===== config.mk =====
export PLATFORM = sky130hd
export DESIGN_NAME = pdu_dbg
export DESIGN_NICKNAME = d
export VERILOG_FILES = /design/src/rtl/pdu_dbg.sv
export SDC_FILE = /design/constraint.sdc
export NUM_CORES = 1
export LEC_CHECK = 0
export ABC_CLOCK_PERIOD_IN_PS = 3850
export BUFFER_PORTS_ARGS = -buffer_cell sky130_fd_sc_hd__buf_4
export CAP_MARGIN = 0
export CORE_UTILIZATION = 46
export DETAILED_ROUTE_END_ITERATION = 16
export PLACE_DENSITY = 0.74
export SLEW_MARGIN = 15
export SYNTH_ARGS = -nofsm -noshare
export SYNTH_HDL_FRONTEND = slang
export SYNTH_SLANG_ARGS = --single-unit

===== constraint.sdc =====
create_clock -name clk -period 3.85 [get_ports clk]
set_clock_uncertainty 0.2 [all_clocks]
set_input_delay 0.5775 -clock clk [delete_from_list [all_inputs] [get_ports clk]]
set_output_delay 0.5775 -clock clk [all_outputs]
set_load 0.01 [all_outputs]

===== src/rtl/pdu_dbg.sv =====
// Peripheral/debug unit: CPU clock generation, IO registers and a multiplexed hex display.
// Define PDU_BREAKPOINT_EN to build the PC breakpoint (BRK state, bp registers, view 5).
module pdu_dbg #(
    parameter int IN_W      = 5,
    parameter int OUT_W     = 5,
    parameter int DIGITS    = 8,
    parameter int REFRESH_W = 20
) (
    input  logic                       clk,
    input  logic                       rst,
    input  logic                       run,
    input  logic                       step,
    output logic                       clk_cpu,
    input  logic                       valid,
    input  logic [IN_W-1:0]            in,
    output logic [2:0]                 check,
    output logic [OUT_W-1:0]           out0,
    output logic                       ready,
    output logic [$clog2(DIGITS)-1:0]  an,
    output logic [3:0]                 seg,
    output logic                       halted,
    input  logic [7:0]                 io_addr,
    input  logic [31:0]                io_dout,
    input  logic                       io_we,
    output logic [31:0]                io_din,
    output logic [7:0]                 m_rf_addr,
    input  logic [31:0]                rf_data,
    input  logic [31:0]                m_data,
    input  logic [31:0]                pc
);
    localparam int          AW   = $clog2(DIGITS);
    localparam int unsigned NDIG = (DIGITS < 8) ? DIGITS : 8;
`ifdef PDU_BREAKPOINT_EN
    localparam logic [2:0] LAST_VIEW = 3'd5;
    typedef enum logic [1:0] {HALT, RUN, STEP, BRK} state_t;
`else
    localparam logic [2:0] LAST_VIEW = 3'd4;
    typedef enum logic [1:0] {HALT, RUN, STEP} state_t;
`endif

    logic            run_m, run_s, step_m, step_s, step_d, valid_m, valid_s, valid_d;
    logic [IN_W-1:0] in_m, in_s;
    logic            step_p, valid_e;

    always_ff @(posedge clk) begin
        if (rst) begin
            {run_m, run_s, step_m, step_s, step_d} <= '0;
            {valid_m, valid_s, valid_d}            <= '0;
            in_m <= '0;
            in_s <= '0;
        end else begin
            run_m   <= run;
            run_s   <= run_m;
            step_m  <= step;
            step_s  <= step_m;
            step_d  <= step_s;
            valid_m <= valid;
            valid_s <= valid_m;
            valid_d <= valid_s;
            in_m    <= in;
            in_s    <= in_m;
        end
    end

    assign step_p    = step_s & ~step_d;
    assign valid_e   = valid_s ^ valid_d;
    assign m_rf_addr = 8'(in_s);

    state_t state, state_nxt;
    logic   clk_nxt;
    logic   rise;

`ifdef PDU_BREAKPOINT_EN
    logic [31:0] bp_r;
    logic        bp_en, run_d, skip, run_fall;
    assign run_fall = run_d & ~run_s;
    assign halted   = (state == BRK);
`else
    assign halted = 1'b0;
`endif

    always_comb begin
        state_nxt = state;
        clk_nxt   = 1'b0;
        case (state)
            HALT: begin
                if (run_s)       state_nxt = RUN;
                else if (step_p) state_nxt = STEP;
            end
            STEP: begin
                clk_nxt   = 1'b1;
                state_nxt = HALT;
            end
            RUN: begin
                // A high clk_cpu is always brought low first, so HALT/BRK are entered with it at 0.
                if (!clk_cpu) begin
                    if (!run_s) state_nxt = HALT;
`ifdef PDU_BREAKPOINT_EN
                    else if (bp_en && !skip && pc == bp_r) state_nxt = BRK;
`endif
                    else clk_nxt = 1'b1;
                end
            end
`ifdef PDU_BREAKPOINT_EN
            BRK: begin
                if (step_p)        state_nxt = STEP;
                else if (run_fall) state_nxt = HALT;
            end
`endif
            default: state_nxt = HALT;
        endcase
    end

    assign rise = clk_nxt & ~clk_cpu;

    logic [31:0]          cyc_cnt;
    logic [REFRESH_W-1:0] cnt;

    always_ff @(posedge clk) begin
        if (rst) begin
            state   <= HALT;
            clk_cpu <= 1'b0;
            cyc_cnt <= '0;
            cnt     <= '0;
        end else begin
            state   <= state_nxt;
            clk_cpu <= clk_nxt;
            cnt     <= cnt + REFRESH_W'(1);
            if (rise) cyc_cnt <= cyc_cnt + 32'd1;
        end
    end

    logic [OUT_W-1:0] out0_r;
    logic             ready_r;
    logic [31:0]      out1_r;

    always_ff @(posedge clk) begin
        if (rst) begin
            out0_r  <= '1;
            ready_r <= 1'b1;
            out1_r  <= 32'h1234_5678;
        end else if (io_we) begin
            case (io_addr)
                8'h00:   out0_r  <= io_dout[OUT_W-1:0];
                8'h04:   ready_r <= io_dout[0];
                8'h08:   out1_r  <= io_dout;
                default: ;
            endcase
        end
    end

`ifdef PDU_BREAKPOINT_EN
    always_ff @(posedge clk) begin
        if (rst) begin
            bp_r  <= '0;
            bp_en <= 1'b0;
            run_d <= 1'b0;
            skip  <= 1'b0;
        end else begin
            run_d <= run_s;
            // The first rise after leaving HALT bypasses the compare so the CPU can leave the breakpoint PC.
            if (state == HALT && state_nxt == RUN) skip <= 1'b1;
            else if (rise)                         skip <= 1'b0;
            if (io_we && io_addr == 8'h18) begin
                bp_r  <= io_dout;
                bp_en <= 1'b1;
            end else if (io_we && io_addr == 8'h1C) begin
                bp_en <= io_dout[1];
            end
        end
    end
`endif

    always_ff @(posedge clk) begin
        if (rst)                   check <= '0;
        else if (run_s || step_p)  check <= '0;
        else if (valid_e)          check <= (check == LAST_VIEW) ? 3'd0 : check + 3'd1;
    end

    always_comb begin
        io_din = '0;
        case (io_addr)
            8'h0C: io_din = 32'(in_s);
            8'h10: io_din = {31'b0, valid_s};
            8'h14: io_din = cyc_cnt;
`ifdef PDU_BREAKPOINT_EN
            8'h18: io_din = bp_r;
            8'h1C: io_din = {30'b0, bp_en, halted};
`endif
            default: ;
        endcase
    end

    logic [31:0] word;

    always_comb begin
        out0  = '0;
        ready = 1'b0;
        word  = '0;
        case (check)
            3'd0: begin
                out0  = out0_r;
                ready = ready_r;
                word  = out1_r;
            end
            3'd1: begin
                out0 = OUT_W'(in_s);
                word = rf_data;
            end
            3'd2: begin
                out0 = OUT_W'(in_s);
                word = m_data;
            end
            3'd3: word = pc;
            3'd4: word = cyc_cnt;
`ifdef PDU_BREAKPOINT_EN
            3'd5: word = bp_r;
`endif
            default: ;
        endcase
    end

    assign an = cnt[REFRESH_W-1 -: AW];

    always_comb begin
        seg = '0;
        for (int unsigned i = 0; i < NDIG; i++) begin
            if (an == AW'(i)) seg = word[4*i +: 4];
        end
    end

endmodule

==> impl_results.md <==
- Synthesized cell area: 0.00612 mm^2
- Critical Path Fanout Max: 23
- Post-DP HPWL: 15700 um
- Shortest period the worst path allows: 3.64 ns
- Commonest register cell after synthesis: dfxtp_1
- Number of hold buffers added after CTS: 0
- Initial antenna violation count: 0
- Max stage delay cell, worst path: and2_1
- Vias in the first global route: 6134
- Chip Height: 117 um
- Placed cell areas: 0.00771 mm^2
- I/O pin count: 205
- Post-route DRC: 0
- Final setup vio count: 0
- RSZ-0062 raised after global routing: no
- Post-synthesis instance total: 774
- Worst-margin pin slew: 0.787 ns
- Post-synthesis cell type with the largest combined area: dfxtp_1
- Worst Path Class, Setup: register to primary output
- IO buf count: 200
- R2R Path Start: state[0]
- Area of the multi-input gates: 0.00350 mm^2
- Share of layout cells above drive strength 1: 0.268
- Crit start category: register
- Largest net degree at the start of global routing: 62
- Drt wl/cell: 18.8 um
- TritonCTS clock tree: done
- Leading post-synthesis cells by cell area: dfxtp_1 (37%), nand2_1 (6.6%), a22oi_1 (4.4%), xnor2_1 (4.3%), nor2_1 (3.8%)
- Average vias per placed instance: 5.76
- Num CTS Buffers: 17
- CP most frequent cell: buf_4
- Fin worst setup slack: 0.210 ns
- GRT overflow: 0
- Clock buffer depth: 2
- Reg clk slew, reported paths: 0.06 ns
- Core area: 0.0128 mm^2
- Top cell type's share of synthesized area: 0.373
- Antenna-violating nets left: 0
- First-pass GRT wire length: 33100 um
- Max-Slew Margin vs Limit: 0.474
- Setup TNS Final: 0 ns
- Register area share after synthesis: 0.373
- Area grow syn2layout: 36.5%
- Worst hold endpoint: out1_r[25]
- Leak: 0.00346 uW
- Post-CTS resize count: 0
- H-tree lvl count: 4
- F_max: 275 MHz
- Reg2reg end: cyc_cnt[31]
- Drt first pass iters: 6
- CP Data Arrival Time: 2.86 ns
- Smallest hold slack: 0.166 ns
- Clock sinks: 114
- Max VDD drop: 0.000288 V
- Top cells by count, synth: dfxtp_1 (114), nand2_1 (107), nor2_1 (62), clkbuf_1 (49), a21oi_1 (40)
- Count leader, synth: dfxtp_1
- Root Buffer: clkbuf_16
- Cell variety after synth: 58
- Flops & latches, synth: 114
- Post-Route WL: 21300 um
- Final layout net count: 1106
- Number of DRC markers in iteration 0: 794
- Clock Latency Late Sink: 0.42 ns
- CP max stage delay: 0.62 ns
- ANT cells: 0
- Critical Path RT: 3.07 ns
- Starting Density: 0.479
- Pwr dens: 385 mW/mm^2
- Launch point of the worst path: check[2]
- Worst reg-to-reg path cell count: 7
- Reg2reg setup slack: 1.03 ns
- DIE AREA: 0.0138 mm^2
- Min-delay src: io_dout[25]
- WHS Path Cells: 3
- Post-Route Utilization: 0.654
- DR vias: 6535
- Period utilisation layout: 0.945
- Filler cells: 1107
- Floorplan row count: 41
- Fin. Hold Viols: 0
- EDFF count, synth: 0
- Gpl congestion: 0.978
- Die W: 117 um
- Critical-path cell list: buf_4 -> and2_1 -> buf_4 -> nand2_1 -> o211ai_1 -> a211oi_1 -> o31ai_1 -> buf_4
- Post-route cell area: 0.00836 mm^2
- Max-cap violations: 0
- Post-synth ARST share: 0
- Post-CTS Repair Setup Buffers: 0
- Worst min-delay path class: input pin to register
- GRT Resource Usage Total: 0.309
- Synth Warn #: 0
- Register Area: 0.00228 mm^2
- Final Max Tran Viols: 0
- Mapped Avg Cell Area: 7.91 um^2
- CP endpoint kind: primary output
- Worst slack, placed: 0.631 ns
- Status: completed
## flip-flops by register name (all words and copies together) (netlist names), 2 cells and up
name     cells
state        2
check        3
cnt         20
out1_r      32
out0_r       5
cyc_cnt     32
in_m         5
in_s         5
## how the worst max path moves through the flow
stage               slack (ns)      to  cells after the start
global placement          0.68  seg[2]                      9
CTS                       0.20  seg[3]                      9
floorplan                 0.60  seg[1]                     10
finish                    0.21  seg[1]                      8
global route              0.01  seg[2]                      9
detailed placement        0.63  seg[3]                      9
## layout by cell type, fill, tap and decap left out, drive strengths merged, types with 7 or more instances in the layout
cell	netlist	routed
nor2b	26	26
o21ai	24	24
clkinv	1	7
a221oi	8	8
and4	7	7
a21oi	41	41
buf	14	216
nand4	9	9
a22oi	36	36
xor2	8	8
and2	23	23
dfxtp	114	114
inv	23	24
or3	10	10
nor2	62	62
and3	10	10
nand3	34	34
a22o	9	9
clkbuf	49	19
o211ai	14	14
ha	10	10
nand2	107	107
nor3	20	20
nor4	12	12
a222oi	16	16
xnor2	30	30
## logic make-up after synthesis
family / Yosys count / synth area share
adders and majority gates: 10 / 0.0204
other: 1 / 0.000612
DFF: 114 / 0.373
muxes: 10 / 0.0174
buffers and inverters: 87 / 0.0580
and+or+nand+nor: 335 / 0.268
xor gates and xnor gates: 38 / 0.0544
AOI/OAI and AO/OA: 179 / 0.209
## area by class of cell
cell class	count	area share
Sequential cell	114	0.273
Multi-Input combinational cell	576	0.418
Inverter	24	0.0108
Tap cell	172	0.0258
Clock buffer	19	0.0530
Timing Repair Buffer	216	0.194
Clock inverter	13	0.0249
## layer usage
| metal | GRT usage | vias to the layer above | share of wire |
|---|---|---|---|
| met5 | 0 | - | 0 |
| met4 | 0.120 | 0 | 0.028 |
| met3 | 0.0890 | 48 | 0.090 |
| met2 | 0.511 | 336 | 0.47 |
| met1 | 0.377 | 3022 | 0.41 |
| li1 | - | 3129 | - |
## where the power goes
part / internal, uW / switching (uW) / leakage (uW) / total, uW
sequential: 1190 / 9.83 / 0.000923 / 1200
clock: 1160 / 565 / 0.000317 / 1730
combinational: 151 / 133 / 0.00222 / 284
## worst max-delay path: cells and delay by family, from the launching register on
family	cells	cell delay, ns
buf+inv	3	0.75
simple gates	2	0.69
flops	1	0.35
compound gates	3	0.64
## per-stage QoR
step | total power [uW] | instances
2_1_floorplan | 1330 | 777
3_3_place_gp | 1510 | 1102
3_5_place_dp | 1510 | 1102
4_1_cts | 3230 | 1134
5_1_grt | 3310 | 1134
6_report | 3220 | 1134
Power figures use the tool's default switching activity.
